`config.mk`:
```
export PLATFORM = sky130hd
export DESIGN_NAME = mole_scheduler
export DESIGN_NICKNAME = d
export VERILOG_FILES = /design/src/rtl/mole_pkg.sv /design/src/rtl/mole_slot.sv /design/src/rtl/mole_scheduler.sv
export SDC_FILE = /design/constraint.sdc
export NUM_CORES = 1
export LEC_CHECK = 0
export CORE_MARGIN = 2
export CORE_UTILIZATION = 30
export CTS_BUF_LIST = sky130_fd_sc_hd__clkbuf_16
export CTS_CLUSTER_SIZE = 30
export DETAILED_ROUTE_END_ITERATION = 10
export PLACE_DENSITY = 0.54
export SETUP_SLACK_MARGIN = 0.4
export SYNTH_ARGS = -nofsm -noshare
export SYNTH_HDL_FRONTEND = slang
export SYNTH_SLANG_ARGS = --single-unit
```
`constraint.sdc`:
```
create_clock -name clock -period 3.8 [get_ports clock]
set_clock_uncertainty 0.05 [all_clocks]
set_input_delay 0.95 -clock clock [delete_from_list [all_inputs] [get_ports clock]]
set_output_delay 0.95 -clock clock [all_outputs]
set_load 0.03 [all_outputs]
```
`src/rtl/mole_pkg.sv`:
```
// Shared types and helpers for the whack-a-mole scheduler.
// Optional feature macro: MOLE_SPEEDUP_EN (see mole_scheduler).
package mole_pkg;

  typedef enum logic [1:0] {
    StIdle  = 2'd0,
    StRun   = 2'd1,
    StDrain = 2'd2
  } state_e;

  localparam logic [2:0] HIT_NONE = 3'd0;
  localparam logic [2:0] SEL_MIN  = 3'd1;
  localparam int unsigned MASK_W  = 8;

  // Hole select 1..num_holes -> one-hot; anything else yields an empty mask.
  function automatic logic [MASK_W-1:0] sel_to_mask(input logic [2:0] sel,
                                                    input int unsigned num_holes);
    logic [MASK_W-1:0] m;
    m = '0;
    if (sel != HIT_NONE && 32'(sel) <= num_holes) begin
      m[sel - SEL_MIN] = 1'b1;
    end
    return m;
  endfunction

endpackage

```
`src/rtl/mole_slot.sv`:
```
// One mole hole: active flag plus a saturating life counter aged by spawn ticks.
module mole_slot #(
  parameter int unsigned LIFE_W = 4
) (
  input  logic              clock,
  input  logic              resetn,
  input  logic              clear,
  input  logic              load,
  input  logic              tick,
  input  logic              kill,
  input  logic [LIFE_W-1:0] load_life,
  output logic              active,
  output logic              expire
);

  logic              active_q;
  logic [LIFE_W-1:0] life_q;

  // A same-cycle kill (hit) takes precedence over timing out.
  assign expire = active_q && tick && !kill && (life_q <= LIFE_W'(1));
  assign active = active_q;

  always_ff @(posedge clock or negedge resetn) begin
    if (!resetn) begin
      active_q <= 1'b0;
      life_q   <= '0;
    end else if (clear || kill) begin
      active_q <= 1'b0;
      life_q   <= '0;
    end else if (load) begin
      active_q <= 1'b1;
      life_q   <= load_life;
    end else if (tick && active_q) begin
      if (life_q <= LIFE_W'(1)) begin
        active_q <= 1'b0;
        life_q   <= '0;
      end else begin
        life_q <= life_q - LIFE_W'(1);
      end
    end
  end

endmodule

```
`src/rtl/mole_scheduler.sv`:
```
// Whack-a-mole sequencer: spawns, ages and retires moles; emits hit/miss/escape events.
// Define MOLE_SPEEDUP_EN to shorten spawned lifetime by one on every 4th hit (floor 2).
module mole_scheduler
  import mole_pkg::*;
#(
  parameter int unsigned NUM_HOLES  = 5,
  parameter int unsigned LIFE_TICKS = 8,
  parameter int unsigned MAX_ACTIVE = 2,
  parameter int unsigned LIFE_W     = 4
) (
  input  logic                 clock,
  input  logic                 resetn,
  input  logic                 start,
  input  logic                 game_end,
  input  logic                 spawn_tick,
  input  logic [2:0]           rand_sel,
  input  logic [2:0]           hit_sel,
  output logic [NUM_HOLES-1:0] moles_active,
  output logic                 hit_pulse,
  output logic                 miss_pulse,
  output logic                 escape_pulse,
  output logic [2:0]           active_count,
  output logic                 busy,
  output logic                 done_pulse
);

  state_e               state_q, state_d;
  logic [2:0]           hit_sel_q;
  logic [2:0]           rand_hole;
  logic [NUM_HOLES-1:0] hit_mask, spawn_mask, kill, load, expire;
  logic                 hit_event, hit_on_active, tick, spawn_ok, clear_all;
  logic [LIFE_W-1:0]    life_load;
  logic                 hit_pulse_q, miss_pulse_q, escape_pulse_q, done_pulse_q;

  // rand_sel 0..N-1 maps to hole 1..N; the wrap of 7+1 to 0 lands on "no hole".
  assign rand_hole  = rand_sel + 3'd1;
  assign spawn_mask = NUM_HOLES'(sel_to_mask(rand_hole, NUM_HOLES));
  assign hit_mask   = NUM_HOLES'(sel_to_mask(hit_sel, NUM_HOLES));

  assign hit_event     = (hit_mask != '0) && (hit_sel != hit_sel_q) && (state_q != StIdle);
  assign hit_on_active = (hit_mask & moles_active) != '0;
  assign kill          = hit_event ? hit_mask : '0;
  assign tick          = spawn_tick && (state_q != StIdle);

  always_comb begin
    active_count = '0;
    for (int i = 0; i < NUM_HOLES; i++) begin
      active_count = active_count + {2'b00, moles_active[i]};
    end
  end

  assign spawn_ok = (state_q == StRun) && !game_end && spawn_tick
                 && (spawn_mask != '0)
                 && ((spawn_mask & moles_active) == '0)
                 && ((spawn_mask & kill) == '0)
                 && (32'(active_count) < MAX_ACTIVE);
  assign load = spawn_ok ? spawn_mask : '0;

  always_comb begin
    state_d   = state_q;
    clear_all = 1'b0;
    unique case (state_q)
      StIdle: begin
        if (start) begin
          state_d   = StRun;
          clear_all = 1'b1;
        end
      end
      StRun:   if (game_end) state_d = StDrain;
      StDrain: if (moles_active == '0) state_d = StIdle;
      default: state_d = StIdle;
    endcase
  end

  always_ff @(posedge clock or negedge resetn) begin
    if (!resetn) state_q <= StIdle;
    else         state_q <= state_d;
  end

  always_ff @(posedge clock or negedge resetn) begin
    if (!resetn) begin
      hit_sel_q      <= HIT_NONE;
      hit_pulse_q    <= 1'b0;
      miss_pulse_q   <= 1'b0;
      escape_pulse_q <= 1'b0;
      done_pulse_q   <= 1'b0;
    end else begin
      hit_sel_q      <= hit_sel;
      hit_pulse_q    <= hit_event && hit_on_active;
      miss_pulse_q   <= hit_event && !hit_on_active;
      escape_pulse_q <= expire != '0;
      done_pulse_q   <= (state_q == StDrain) && (moles_active == '0);
    end
  end

`ifdef MOLE_SPEEDUP_EN
  logic [1:0]        hit_cnt_q;
  logic [LIFE_W-1:0] life_load_q;

  always_ff @(posedge clock or negedge resetn) begin
    if (!resetn) begin
      hit_cnt_q   <= '0;
      life_load_q <= LIFE_W'(LIFE_TICKS);
    end else if (clear_all) begin
      hit_cnt_q   <= '0;
      life_load_q <= LIFE_W'(LIFE_TICKS);
    end else if (hit_event && hit_on_active) begin
      hit_cnt_q <= hit_cnt_q + 2'd1;
      if (hit_cnt_q == 2'd3 && life_load_q > LIFE_W'(2)) begin
        life_load_q <= life_load_q - LIFE_W'(1);
      end
    end
  end

  assign life_load = life_load_q;
`else
  assign life_load = LIFE_W'(LIFE_TICKS);
`endif

  for (genvar i = 0; i < NUM_HOLES; i++) begin : g_slot
    mole_slot #(
      .LIFE_W(LIFE_W)
    ) u_slot (
      .clock    (clock),
      .resetn   (resetn),
      .clear    (clear_all),
      .load     (load[i]),
      .tick     (tick),
      .kill     (kill[i]),
      .load_life(life_load),
      .active   (moles_active[i]),
      .expire   (expire[i])
    );
  end

  assign hit_pulse    = hit_pulse_q;
  assign miss_pulse   = miss_pulse_q;
  assign escape_pulse = escape_pulse_q;
  assign done_pulse   = done_pulse_q;
  assign busy         = (state_q != StIdle);

endmodule
```
==> impl_summary.txt, run 1 <==
----------------------------------------------------
[Critical path]
  Largest incremental delay on the critical path ... 0.50 ns
  Most used cell, CP ... sky130_fd_sc_hd__fa_1
  Worst path slowest cell ... sky130_fd_sc_hd__fa_1
  Critical Path Sink Type ... primary output
  Setup slack, reg-to-reg ... 0.78 ns
  Maximum fanout along the worst path ... 2
  Required time at the worst-slack endpoint ... 2.80 ns
  Reg-to-reg critical path endpoint ... g_slot[0].u_slot.active
  Critical path startpoint category ... flip-flop
  Reg-to-reg critical path startpoint ... g_slot[1].u_slot.active
  Family with the most delay on the worst path ... adder cells
  WP data arrival ... 2.29 ns
  Type of the worst setup path ... reg2out
  Chain of cells forming the critical path ... fa_1 -> fa_1 -> ha_1 -> clkdlybuf4s15_1
  Count of buffer and inverter cells on the critical path ... 1
  Number of cells on the worst reg-to-reg path ... 9

[Timing]
  Final Critical Period ... 3.285 ns
  Hold violation count in the final report ... 0
  Max-Slew Margin vs Limit ... 0.6413
  Slew at the pin closest to its max-slew limit ... 0.5380 ns
  Aggregate negative setup slack ... 0 ns
  Maximum clock frequency ... 0.3044 GHz
  Setup violations, final ... 0
  Setup repair after global routing missed its margin ... no
  Final critical-path share of the clock period ... 0.8646
  Number of max-slew violations in the final report ... 0

[Final layout]
  Net count of the finished layout ... 357
  Fraction of layout instances using a drive strength above 1 ... 0.09816
  Filler Cells Inserted ... 892
  Post-synthesis to final-layout area growth ... 18.87%
  Diodes inserted ... 0
  Most common library cell in the layout ignoring fill and taps ... sky130_fd_sc_hd__dfrtp_1
  Highest-count cells in the layout ignoring fill and taps ... sky130_fd_sc_hd__dfrtp_1 (34), sky130_fd_sc_hd__nor3_1 (29), sky130_fd_sc_hd__nand2_1 (26)

[Floorplan]
  Die Outline Area ... 9583 sq um
  Std-Cell Core Area ... 8636 sq um
  Height of the die ... 97.90 um
  Initial Utilization ... 0.3063
  Ports ... 24
  Horizontal die dimension ... 97.90 um
  Row count ... 34

[Hold path]
  Worst Hold Path EP ... g_slot[2].u_slot.life_q[3]
  Hold-critical path depth ... 1
  Launch instance of the worst min-delay path ... g_slot[2].u_slot.life_q[3]
  Hold WC Path Type ... reg2reg

[Route]
  Sum of routed wire length over all layers ... 6451 um
  Post-route antenna net violation count ... 0
  First-iteration detailed-routing DRC count ... 110
  Via total after detailed routing ... 2,255
  Detailed-route vias per instance ... 5.196
  DRC violation count after routing ... 0
  Average wire length per cell after detail routing ... 14.86 um
  Number of optimization iterations in the first detailed-route pass ... 4

[Synthesis]
  Share of Yosys cell area claimed by the top area cell type ... 0.3217
  Netlist area before placement ... 2645 sq um
  Net Count, Synth ... 328
  Leading cell types by total area after synthesis ... sky130_fd_sc_hd__dfrtp_1 (32%), sky130_fd_sc_hd__ha_1 (9.0%), sky130_fd_sc_hd__nor3_1 (5.5%), sky130_fd_sc_hd__nand2_1 (3.7%), sky130_fd_sc_hd__inv_1 (3.3%)
  Synth area leader ... sky130_fd_sc_hd__dfrtp_1
  Cells after synthesis ... 296
  Average footprint of a synthesized cell ... 8.936 sq um
  Proportion of synthesized flip-flops having asynchronous set or reset ... 1.000
  Most used flip-flop cell after synthesis ... sky130_fd_sc_hd__dfrtp_1
  Count of unique library cells instantiated by Yosys ... 63
  Part of the Yosys area used for sequential elements ... 0.3217
  Post-synth EDFFs ... 0
  Synth Warn # ... 0
  Number of flip-flops and latches in the synthesized netlist ... 34

[Global route]
  Global-route wire length before repair ... 10,780 um
  Global routing usage summed across all routing layers ... 0.1387
  Pin count of the biggest net entering global routing ... 35
  Initial antenna violation count ... 0
  Total congestion overflow after global routing ... 0
  Via count of the first global-routing pass ... 2,165

[Clock tree]
  Post-CTS Setup Bufs ... 0
  Clock slew at reported path FFs ... 0.06 ns
  Number of CTS-inserted buffers ... 5
  Later-pin clock latency in the skew report ... 0.28 ns
  Number of sinks handled by clock tree synthesis ... 34
  Resized Gates After CTS ... 3
  Number of H-tree levels ... 2
  Cell at the root of the clock tree ... sky130_fd_sc_hd__clkbuf_16
  TritonCTS clock tree ... built
  Number of buffers between clock root and the deepest sink ... 2
  # hold bufs at CTS ... 0

[Job]
  Max-capacitance violation count ... 0

[Status]
  Status ... finished, final reports clean

[Pwr]
  Leakage Power ... 1.321 nW
  Max VDD drop ... 0.2316 mV
  Total power density per cell area ... 329.0 nW/um^2
  Final total power ... 1.034 mW

[Placement]
  HPWL after detailed placement ... 5026 um
  Number of port buffers ... 23
  Placer congestion estimate ... 0.8516

----------------------------------------------------
[kinds of logic (layout without fill, tap and decap cells)]
| logic type | after synthesis | count (layout) | share of synthesized area |
|---|---|---|---|
| AO/OA/AOI/OAI | 63 | 63 | 0.1873 |
| AND/OR/NAND/NOR | 125 | 125 | 0.2550 |
| buffers and inverters | 35 | 65 | 0.06433 |
| XOR/XNOR | 7 | 7 | 0.02318 |
| multiplexers | 11 | 11 | 0.04352 |
| flip-flops | 34 | 34 | 0.3217 |
| adder cells (fa/ha/maj) | 21 | 21 | 0.1050 |
[sequential cells by signal, indices dropped and copies added, names as in the netlist]
| name | flops |
|---|---|
| done_pulse | 1 |
| escape_pulse | 1 |
| g_slot.u_slot.active | 5 |
| g_slot.u_slot.life_q | 20 |
| hit_pulse | 1 |
| hit_sel_q | 3 |
| miss_pulse | 1 |
| state_q | 2 |
[layout make-up]
cell class / count / area [sq um] / area share
Timing Repair Buffer: 34 / 310.3 / 0.09869
Inverter: 23 / 86.33 / 0.02746
Clock buffer: 5 / 125.1 / 0.03979
Sequential cell: 34 / 850.8 / 0.2706
Clock inverter: 3 / 12.51 / 0.003979
Multi-Input combinational cell: 227 / 1624 / 0.5165
Tap cell: 108 / 135.1 / 0.04298
[per-layer routing]
metal,vias to the layer above,GRT usage,part of all wire
li1,1115,-,-
met1,1090,0.1849,0.47
met2,42,0.2266,0.48
met3,8,0.03006,0.035
met4,0,0.04060,0.013
met5,-,0,0
[through the flow]
step	instance area [sq um]	hold slack (ns)	setup WS [ns]	util	cells
floorplan	2645	0.4568	0.9083	-	296
global placement	3009	0.4884	0.3138	0.3485	426
detailed placement	3009	0.4952	0.2867	0.3485	426
CTS	3143	0.5082	0.4528	0.3640	434
global route	3144	0.5389	0.4125	0.3641	434
finish	3144	0.5054	0.5147	0.3641	434
[where the power goes]
part / total [mW] / internal, mW / switching, mW
Clock: 0.387 / 0.237 / 0.151
Sequential: 0.397 / 0.377 / 0.0200
Combinational: 0.250 / 0.0895 / 0.161
[synth_stat cells, types with 7 or more instances]
master / n
sky130_fd_sc_hd__a21oi_1: 16
sky130_fd_sc_hd__buf_4: 7
sky130_fd_sc_hd__dfrtp_1: 34
sky130_fd_sc_hd__ha_1: 19
sky130_fd_sc_hd__inv_1: 23
sky130_fd_sc_hd__mux2i_1: 7
sky130_fd_sc_hd__nand2_1: 26
sky130_fd_sc_hd__nand3_1: 8
sky130_fd_sc_hd__nor2_1: 18
sky130_fd_sc_hd__nor2b_1: 8
sky130_fd_sc_hd__nor3_1: 29
sky130_fd_sc_hd__o21ai_0: 9
[how the worst max path moves through the flow]
stage | endpoint | startpoint | slack, ns | depth (start not counted)
after detailed placement | g_slot[0].u_slot.active | rand_sel[1] | 0.29 | 8
after floorplan | g_slot[0].u_slot.life_q[0] | rand_sel[0] | 0.91 | 8
after global placement | g_slot[0].u_slot.life_q[0] | rand_sel[0] | 0.31 | 8
final | active_count[1] | g_slot[1].u_slot.active | 0.51 | 4
after global routing | g_slot[0].u_slot.active | hit_sel[1] | 0.41 | 9
after CTS | active_count[1] | g_slot[1].u_slot.active | 0.45 | 4
[worst register-to-register path: cells and delay by family (launching register included)]
family                     cells  cell delay (ns)
AOI/OAI and AO/OA              3             0.93
and+or+nand+nor                2             0.40
DFF                            1             0.41
buffers and inverters          1             0.07
adders and majority gates      3             1.09
(Power assumes the default switching activity.)
==> run 2, diff against run 1 <==
--- a/config.mk
+++ b/config.mk
@@ -6,11 +6,11 @@
 export NUM_CORES = 1
 export LEC_CHECK = 0
 export CORE_MARGIN = 2
-export CORE_UTILIZATION = 30
+export CORE_UTILIZATION = 40
 export CTS_BUF_LIST = sky130_fd_sc_hd__clkbuf_16
 export CTS_CLUSTER_SIZE = 30
 export DETAILED_ROUTE_END_ITERATION = 10
-export PLACE_DENSITY = 0.54
+export PLACE_DENSITY = 0.66
 export SETUP_SLACK_MARGIN = 0.4
 export SYNTH_ARGS = -nofsm -noshare
 export SYNTH_HDL_FRONTEND = slang
==> constraint.sdc (replaced) <==
create_clock -name clock -period 3.1 [get_ports clock]
set_clock_uncertainty 0.05 [all_clocks]
set_input_delay 0.775 -clock clock [delete_from_list [all_inputs] [get_ports clock]]
set_output_delay 0.775 -clock clock [all_outputs]
set_load 0.03 [all_outputs]
==> run 2 against run 1 <==
Hold slack improved by 0.016 ns. Critical path depth rose by 1. Global-route usage rose by 4.9 points. Worst setup slack got worse by 0.33 ns. Via count rose by 6.0%. Count of clock-buffer cells in the layout did not move. Wire length rose by 5.1%. Die area fell by 24%. Design area rose by 14%. Final cell count rose by 0.46%. Core utilization rose by 20 points. Power rose by 29%.
==> impl_summary.txt, run 2 (same netlist as run 1, synthesis figures left out) <==
----------------------------------------------------
[Status]
  Status ... finished, final reports clean

[Clock tree]
  Clock slew at reported path FFs ... 0.05 ns
  Number of H-tree levels ... 2
  # hold bufs at CTS ... 0
  Cell at the root of the clock tree ... sky130_fd_sc_hd__clkbuf_16
  Number of buffers between clock root and the deepest sink ... 2
  TritonCTS clock tree ... built
  Number of CTS-inserted buffers ... 5
  Number of sinks handled by clock tree synthesis ... 34
  Later-pin clock latency in the skew report ... 0.27 ns

[Timing]
  Max-Slew Margin vs Limit ... 0.6492
  Maximum clock frequency ... 0.3427 GHz
  Setup violations, final ... 0
  Slew at the pin closest to its max-slew limit ... 0.5194 ns
  Final critical-path share of the clock period ... 0.9414
  Setup repair after global routing missed its margin ... yes
  Hold violation count in the final report ... 0
  Final Critical Period ... 2.918 ns
  Final worst-path setup slack ... 0.1816 ns
  Number of max-slew violations in the final report ... 0

[Floorplan]
  Row count ... 29
  Ports ... 24
  Std-Cell Core Area ... 6386 sq um
  Die Outline Area ... 7279 sq um
  Height of the die ... 85.32 um
  Horizontal die dimension ... 85.32 um
  Initial Utilization ... 0.4142

[Placement]
  Post-detailed-placement cell area ... 3183 sq um
  HPWL after detailed placement ... 4989 um
  Pre-CTS setup slack ... -0.07544 ns
  Number of port buffers ... 23
  Placer congestion estimate ... 0.8604

[Final layout]
  Fraction of layout instances using a drive strength above 1 ... 0.2869
  Flip-flop count of the largest register after layout ... 20
  Post-route cell area ... 3581 sq um
  Largest register by flop count ... g_slot.u_slot.life_q
  Net count of the finished layout ... 390
  Diodes inserted ... 0
  Post-synthesis to final-layout area growth ... 35.38%
  Highest-count cells in the layout ignoring fill and taps ... sky130_fd_sc_hd__buf_4 (41), sky130_fd_sc_hd__dfrtp_1 (32), sky130_fd_sc_hd__nor3_1 (25)
  Most common library cell in the layout ignoring fill and taps ... sky130_fd_sc_hd__buf_4

[Route]
  Detailed-route vias per instance ... 5.482
  DRC violation count after routing ... 0
  Sum of routed wire length over all layers ... 6777 um
  Via total after detailed routing ... 2,390
  Average wire length per cell after detail routing ... 15.54 um
  First-iteration detailed-routing DRC count ... 142
  Post-route antenna net violation count ... 0
  Number of optimization iterations in the first detailed-route pass ... 4

[Global route]
  Via count of the first global-routing pass ... 2,244
  Global routing usage summed across all routing layers ... 0.1881
  Initial antenna violation count ... 0
  Pin count of the biggest net entering global routing ... 35
  Total congestion overflow after global routing ... 0
  Global-route wire length before repair ... 10,960 um

[Pwr]
  Leakage Power ... 1.513 nW
  Internal power summed over all cells ... 0.9115 mW
  Total power density per cell area ... 372.5 nW/um^2
  Clock network fraction of total power ... 0.353
  Gate power share ... 0.281
  Switching component of the power ... 0.4224 mW
  Proportion of total power due to net switching ... 0.3167
  Share of power burned in registers ... 0.366
  Max VDD drop ... 0.2301 mV

[Critical path]
  Number of cells on the worst reg-to-reg path ... 10
  Critical Path Sink Type ... primary output
  Critical path startpoint category ... flip-flop
  Type of the worst setup path ... reg2out
  Required time at the worst-slack endpoint ... 2.27 ns
  Chain of cells forming the critical path ... fa_1 -> fa_2 -> buf_4 -> ha_4 -> buf_6
  Maximum fanout along the worst path ... 2
  Largest incremental delay on the critical path ... 0.51 ns
  WP data arrival ... 2.09 ns
  Worst path slowest cell ... sky130_fd_sc_hd__fa_1

[Hold path]
  Hold WC Path Type ... reg2reg
  Hold-critical path depth ... 1

[Job]
  Max-capacitance violation count ... 0

----------------------------------------------------
[run 2: cell types whose count changed in the layout (fill, tap and decap cells not counted), moves of 5 or more]
cell                      change
sky130_fd_sc_hd__inv_1        -5
sky130_fd_sc_hd__o21ai_1      -5
sky130_fd_sc_hd__buf_6        +6
sky130_fd_sc_hd__ha_1         -7
sky130_fd_sc_hd__ha_4         +6
sky130_fd_sc_hd__buf_4       +30
sky130_fd_sc_hd__o21ai_2      +5
[run 2: cell type report]
cell class,count,area [sq um]
sequential,34,853.3
clock inverter,3,16.27
inverter,23,86.33
timing repair buffer,67,585.6
fill,557,2805
tap,77,96.34
clock buffer,5,125.1
multi-input combinational,227,1818
[run 2: metrics by stage]
step                TNS (ns)  hold slack (ns)  total power [mW]  utilization  std cells
finish                     0           0.5214             1.334       0.5607        436
global route               0           0.5530             1.400       0.5607        436
CTS                        0           0.5137             1.323       0.5362        431
detailed placement   -0.7627           0.5025            0.8349       0.4984        420
global placement    -0.07434           0.4918            0.8309       0.4984        420
floorplan                  0           0.4294            0.7020            -        296
[run 2: timing repair]
action	in CTS	in global routing
hold endpoints to repair	0	0
endpoints found under the setup margin	31	32
setup buffers	3	5
pin swaps	8	18
resized for setup	29	31
[run 2: final timing paths]
path | from | end | slack, ns
worst max-delay path | g_slot[3].u_slot.active | active_count[1] | 0.18
worst max register to register | g_slot[3].u_slot.active | g_slot[1].u_slot.life_q[3] | 0.27
min in group asynchronous | resetn | hit_pulse | 0.85
worst min-delay path | g_slot[2].u_slot.life_q[3] | g_slot[2].u_slot.life_q[3] | 0.52
worst min register to register | g_slot[2].u_slot.life_q[3] | g_slot[2].u_slot.life_q[3] | 0.52
max in group asynchronous | resetn | g_slot[0].u_slot.active | 1.82
[run 2: power groups by stage]
stage / Sequential (mW) / Clock, mW / Combinational, mW
after detailed placement: 0.494 / 0 / 0.341
after CTS: 0.487 / 0.479 / 0.357
after global routing: 0.491 / 0.502 / 0.407
after global placement: 0.494 / 0 / 0.336
final: 0.488 / 0.471 / 0.374
after floorplan: 0.488 / 0 / 0.214
[run 2: per-layer routing]
| metal | vias to the layer above | global-route usage | part of all wire | routed length [um] |
|---|---|---|---|---|
| met2 | 58 | 0.3061 | 0.50 | 3376 |
| met3 | 5 | 0.02724 | 0.048 | 326 |
| met1 | 1140 | 0.2623 | 0.45 | 3036 |
| met4 | 0 | 0.04906 | 0.0056 | 38 |
| met5 | - | 0 | 0 | 0 |
| li1 | 1187 | - | - | - |
[run 2: worst max-delay path: cells and delay by family, from the launching register on]
family                     cells  cell delay, ns
adders and majority gates      3            1.13
buffers and inverters          2            0.27
DFF                            1            0.41
==> run 3, diff against run 2 <==
--- a/config.mk
+++ b/config.mk
@@ -10,6 +10,7 @@
 export CTS_BUF_LIST = sky130_fd_sc_hd__clkbuf_16
 export CTS_CLUSTER_SIZE = 30
 export DETAILED_ROUTE_END_ITERATION = 10
+export MAX_ROUTING_LAYER = met4
 export PLACE_DENSITY = 0.66
 export SETUP_SLACK_MARGIN = 0.4
 export SYNTH_ARGS = -nofsm -noshare
==> run 3 against run 2 <==
Clock power is essentially flat. Via count is 0.42% higher. Critical path depth is the same. Maximum frequency about the same. Register-to-register slack got worse by 0.02 ns.
==> impl_summary.txt, run 3 (same netlist as run 1, synthesis figures left out) <==
----------------------------------------------------
[Route]
  Number of optimization iterations in the first detailed-route pass ... 4
  Average wire length per cell after detail routing ... 15.54 um
  Post-route antenna net violation count ... 0
  DRC violation count after routing ... 0
  Via total after detailed routing ... 2,400
  Sum of routed wire length over all layers ... 6776 um
  First-iteration detailed-routing DRC count ... 173
  Detailed-route vias per instance ... 5.505

[Job]
  Max-capacitance violation count ... 0

[Global route]
  Total congestion overflow after global routing ... 0
  Global-route wire length before repair ... 10,940 um
  Pin count of the biggest net entering global routing ... 35
  Via count of the first global-routing pass ... 2,247
  Initial antenna violation count ... 0
  Global routing usage summed across all routing layers ... 0.1937

[Final layout]
  Post-synthesis to final-layout area growth ... 35.38%
  Highest-count cells in the layout ignoring fill and taps ... sky130_fd_sc_hd__buf_4 (41), sky130_fd_sc_hd__dfrtp_1 (32), sky130_fd_sc_hd__nor3_1 (25)
  Core utilization of the finished layout ... 0.5607
  FF+latch area ... 853.3 sq um
  Diodes inserted ... 0
  Area of the multi-input gates ... 1818 sq um
  Filler Cells Inserted ... 557
  Most common library cell in the layout ignoring fill and taps ... sky130_fd_sc_hd__buf_4
  Largest register by flop count ... g_slot.u_slot.life_q
  Net count of the finished layout ... 390
  Fraction of layout instances using a drive strength above 1 ... 0.2869
  Post-route non-filler standard cell count ... 436
  Flip-flop count of the largest register after layout ... 20

[Timing]
  Final Critical Period ... 2.918 ns
  Aggregate negative setup slack ... 0 ns
  Setup violations, final ... 0
  Hold violation count in the final report ... 0
  Worst-case hold slack ... 0.5229 ns
  Final critical-path share of the clock period ... 0.9412
  Number of max-slew violations in the final report ... 0
  Setup repair after global routing missed its margin ... yes
  Slew at the pin closest to its max-slew limit ... 0.4966 ns
  Max-Slew Margin vs Limit ... 0.6646
  Final worst-path setup slack ... 0.1822 ns
  Maximum clock frequency ... 0.3427 GHz

[Clock tree]
  TritonCTS clock tree ... built
  Cell at the root of the clock tree ... sky130_fd_sc_hd__clkbuf_16
  Number of buffers between clock root and the deepest sink ... 2
  Later-pin clock latency in the skew report ... 0.27 ns
  Number of CTS-inserted buffers ... 5
  Clock slew at reported path FFs ... 0.05 ns
  Number of H-tree levels ... 2
  # hold bufs at CTS ... 0
  Number of sinks handled by clock tree synthesis ... 34

[Floorplan]
  Row count ... 29
  Height of the die ... 85.32 um
  Ports ... 24
  Die Outline Area ... 7279 sq um
  Initial Utilization ... 0.4142
  Std-Cell Core Area ... 6386 sq um
  Horizontal die dimension ... 85.32 um

[Critical path]
  WP data arrival ... 2.09 ns
  Worst path slowest cell ... sky130_fd_sc_hd__fa_1
  Family with the most delay on the worst path ... adder cells
  Number of cells on the worst reg-to-reg path ... 10
  Critical path startpoint category ... flip-flop
  Count of buffer and inverter cells on the critical path ... 2
  Reg-to-reg critical path startpoint ... g_slot[3].u_slot.active
  Maximum fanout along the worst path ... 2
  Chain of cells forming the critical path ... fa_1 -> fa_2 -> buf_4 -> ha_4 -> buf_6
  Type of the worst setup path ... reg2out
  Setup slack, reg-to-reg ... 0.25 ns
  Largest incremental delay on the critical path ... 0.51 ns
  Critical Path Sink Type ... primary output
  Reg-to-reg critical path endpoint ... g_slot[1].u_slot.life_q[3]
  Required time at the worst-slack endpoint ... 2.27 ns

[Placement]
  HPWL after detailed placement ... 4989 um
  Pre-CTS setup slack ... -0.07544 ns
  Number of port buffers ... 23
  Instance count after placement with tap cells included ... 420
  Placer congestion estimate ... 0.8743

[Hold path]
  Hold-critical path depth ... 1
  Launch instance of the worst min-delay path ... g_slot[2].u_slot.life_q[3]
  Hold WC Path Type ... reg2reg
  Worst Hold Path EP ... g_slot[2].u_slot.life_q[3]

[Pwr]
  Max VDD drop ... 0.2302 mV
  Total power density per cell area ... 372.6 nW/um^2
  Leakage Power ... 1.513 nW

[Status]
  Status ... finished, final reports clean

----------------------------------------------------
-- run 3: cell counts in the layout (fill, tap and decap cells not counted) --
Identical to the previous run, type by type.
-- run 3: report_power, final --
| part | internal, mW | total [mW] | switching, mW |
|---|---|---|---|
| clock | 0.293 | 0.470 | 0.178 |
| sequential | 0.462 | 0.489 | 0.0268 |
| combinational | 0.157 | 0.375 | 0.218 |
-- run 3: area by class of cell --
type	count	share of cell area
well taps	77	0.02690
clock buffers	5	0.03494
repair buffers	67	0.1635
clock inverters	3	0.004542
inverters	23	0.02411
flip-flops and latches	34	0.2383
multi-input cells	227	0.5077
-- run 3: through the flow --
stage               power, mW  cell area (sq um)
finish                  1.334               3581
global route            1.400               3581
CTS                     1.323               3425
detailed placement     0.8349               3183
global placement       0.8309               3183
floorplan              0.7020               2679
-- run 3: worst register-to-register path: stages (launching register included) --
cell                        delay (ns)
sky130_fd_sc_hd__dfrtp_2          0.41
sky130_fd_sc_hd__fa_1             0.51
sky130_fd_sc_hd__fa_2             0.37
sky130_fd_sc_hd__inv_2            0.08
sky130_fd_sc_hd__ha_4             0.15
sky130_fd_sc_hd__nand2_4          0.06
sky130_fd_sc_hd__nor4_4           0.20
sky130_fd_sc_hd__o2111ai_4        0.21
sky130_fd_sc_hd__buf_6            0.18
sky130_fd_sc_hd__a2111o_1         0.42
sky130_fd_sc_hd__a21oi_1          0.13
-- run 3: how the worst max path moves through the flow --
stage	start	end	slack (ns)	cells after the start
floorplan	hit_sel[0]	g_slot[2].u_slot.life_q[3]	0.40	9
global placement	rand_sel[0]	g_slot[0].u_slot.life_q[1]	-0.02	9
detailed placement	hit_sel[0]	g_slot[1].u_slot.life_q[3]	-0.08	10
CTS	g_slot[0].u_slot.active	g_slot[0].u_slot.active	0.21	10
global route	g_slot[3].u_slot.active	active_count[1]	0.14	5
finish	g_slot[3].u_slot.active	active_count[1]	0.18	5
-- run 3: routing by layer --
metal  wire, um  track usage  part of all wire
met1       3079       0.2617              0.45
met2       3352       0.3068              0.49
met3        294      0.02724             0.043
met4         49      0.04906            0.0072
met5          0            -                 0
-- run 3: what timing repair did --
| action | 4_1_cts | 5_1_grt |
|---|---|---|
| pin swaps | 8 | 18 |
| resized for setup | 29 | 31 |
| buffers inserted | 3 | 5 |
| setup endpoints to repair | 31 | 32 |
==> edit, RTL diff (flow settings as in run 1) <==
Register the output `moles_active`; this adds one clock of latency there. The other outputs are not delayed to match.
--- a/src/rtl/mole_scheduler.sv
+++ b/src/rtl/mole_scheduler.sv
@@ -26,2 +26,4 @@
 
+  logic [NUM_HOLES-1:0] moles_active_d;
+
   state_e               state_q, state_d;
@@ -40,3 +42,3 @@
   assign hit_event     = (hit_mask != '0) && (hit_sel != hit_sel_q) && (state_q != StIdle);
-  assign hit_on_active = (hit_mask & moles_active) != '0;
+  assign hit_on_active = (hit_mask & moles_active_d) != '0;
   assign kill          = hit_event ? hit_mask : '0;
@@ -47,3 +49,3 @@
     for (int i = 0; i < NUM_HOLES; i++) begin
-      active_count = active_count + {2'b00, moles_active[i]};
+      active_count = active_count + {2'b00, moles_active_d[i]};
     end
@@ -53,3 +55,3 @@
                  && (spawn_mask != '0)
-                 && ((spawn_mask & moles_active) == '0)
+                 && ((spawn_mask & moles_active_d) == '0)
                  && ((spawn_mask & kill) == '0)
@@ -69,3 +71,3 @@
       StRun:   if (game_end) state_d = StDrain;
-      StDrain: if (moles_active == '0) state_d = StIdle;
+      StDrain: if (moles_active_d == '0) state_d = StIdle;
       default: state_d = StIdle;
@@ -91,3 +93,3 @@
       escape_pulse_q <= expire != '0;
-      done_pulse_q   <= (state_q == StDrain) && (moles_active == '0);
+      done_pulse_q   <= (state_q == StDrain) && (moles_active_d == '0);
     end
@@ -130,3 +132,3 @@
       .load_life(life_load),
-      .active   (moles_active[i]),
+      .active   (moles_active_d[i]),
       .expire   (expire[i])
@@ -141,2 +143,6 @@
 
+  always_ff @(posedge clock) begin
+    moles_active <= moles_active_d;
+  end
+
 endmodule
Check against the original RTL: not equivalent (a bounded check fails within 4 cycles, from zero or initial values and one cycle with resetn low).
==> edit against run 1 <==
  * Wire length fell by 12%
  * Sequential cell count rose by 5
  * Count of clock-buffer cells in the layout did not move
  * Via count fell by 7.8%
  * Total power rose by 14%
  * Final area fell by 2.4%
  * Critical endpoint unchanged
  * Area after synthesis fell by 3.6%
  * Worst setup slack got worse by 15 ps
==> edit: results (changes against run 1) <==
share of cells above drive strength 1=9.18% (-0.64 points); filler instances=818 (-8.3%); share of the yosys chip area belonging to registers=37.3% (+5.1 points); worst supply voltage drop on vdd=0.185 mV (-20%); R2R depth=10 (+1); met3 WL=136 um (-40%); global-route wire length before repair=9.80 mm (-9.1%); global-route track usage on met3=1.88% (-1.1 points); clk cell area share=4.61% (+0.23 points); wl on met1=2.62 mm (-13%); Non-Clock Buffer Count=33 (-2.9%); Synth Area in XOR/XNOR=2.01% (-0.31 points); Sink Count=39 (+15%); routability-driven placement congestion ratio=0.802 (-5.8%); result of the run=complete, no violations; leading post-synthesis cells by instance count=sky130_fd_sc_hd__dfrtp_1 (34), sky130_fd_sc_hd__nor3_1 (32), sky130_fd_sc_hd__nand2_1 (26), sky130_fd_sc_hd__a21oi_1 (23), sky130_fd_sc_hd__inv_1 (20); fraction of the mapped netlist area in compound gates=16.8% (-1.9 points); 1st-iter DRT viols=89 (-19%); Tot GR Track Use=13.5% (-0.32 points); net total in the final layout=336 (-5.9%); signal buffers share of area=9.87% (about the same); ys async rst share=87.2% (-13 points); slew at the pin with the worst max-slew slack=594 ps (+55.6 ps); Worst R2R End=g_slot[2].u_slot.life_q[1]; unique cell type count in the Yosys netlist=52 (-17%); vias in the first global route=2007 (-7.3%)
edit: cell types whose count changed after synthesis, moves of 6 or more:
cell and delta:
sky130_fd_sc_hd__a21oi_1 +7, sky130_fd_sc_hd__buf_4 -6, sky130_fd_sc_hd__nor2b_1 -6, sky130_fd_sc_hd__o21ai_1 -6
edit: worst max-delay path: cells and delay by family (launching register included):
| kind | cells | cell delay [ps] |
|---|---|---|
| DFF | 1 | 400 |
| buffers and inverters | 1 | 360 |
| adders and majority gates | 3 | 1270 |
edit: metrics by stage:
step           power, W  setup slack, ps  util (%)  instances  hold slack, ps
2_1_floorplan  0.000675              931         -        273             334
3_3_place_gp   0.000778              385      35.7        402             487
3_5_place_dp   0.000779              357      35.7        402             478
4_1_cts         0.00119              449      37.3        410             493
5_1_grt         0.00124              401      37.4        410             545
6_report        0.00118              499      37.4        410             493
edit: what timing repair did:
item | 4_1_cts | 5_1_grt
gates cloned | 0 | 0
hold buffers | 0 | 0
hold endpoints to repair | 0 | 0
resized for setup | 3 | 1
endpoints found under the setup margin | 3 | 1
edit: power by group:
| group | leakage (nW) | internal (W) | switching [W] |
|---|---|---|---|
| Clock | 0.0710 | 0.000240 | 0.000172 |
| Sequential | 0.504 | 0.000438 | 0.0000214 |
| Combinational | 0.691 | 0.000107 | 0.000199 |
edit: worst min path at each step:
stage	startpoint	endpoint	slack, ps
final	state_q[1]	state_q[0]	490
after global routing	g_slot[4].u_slot.life_q[1]	g_slot[4].u_slot.life_q[1]	550
after CTS	state_q[1]	state_q[0]	490
after detailed placement	state_q[1]	state_q[0]	480
after global placement	state_q[1]	state_q[0]	490
after floorplan	g_slot[3].u_slot.active	moles_active[3]	330
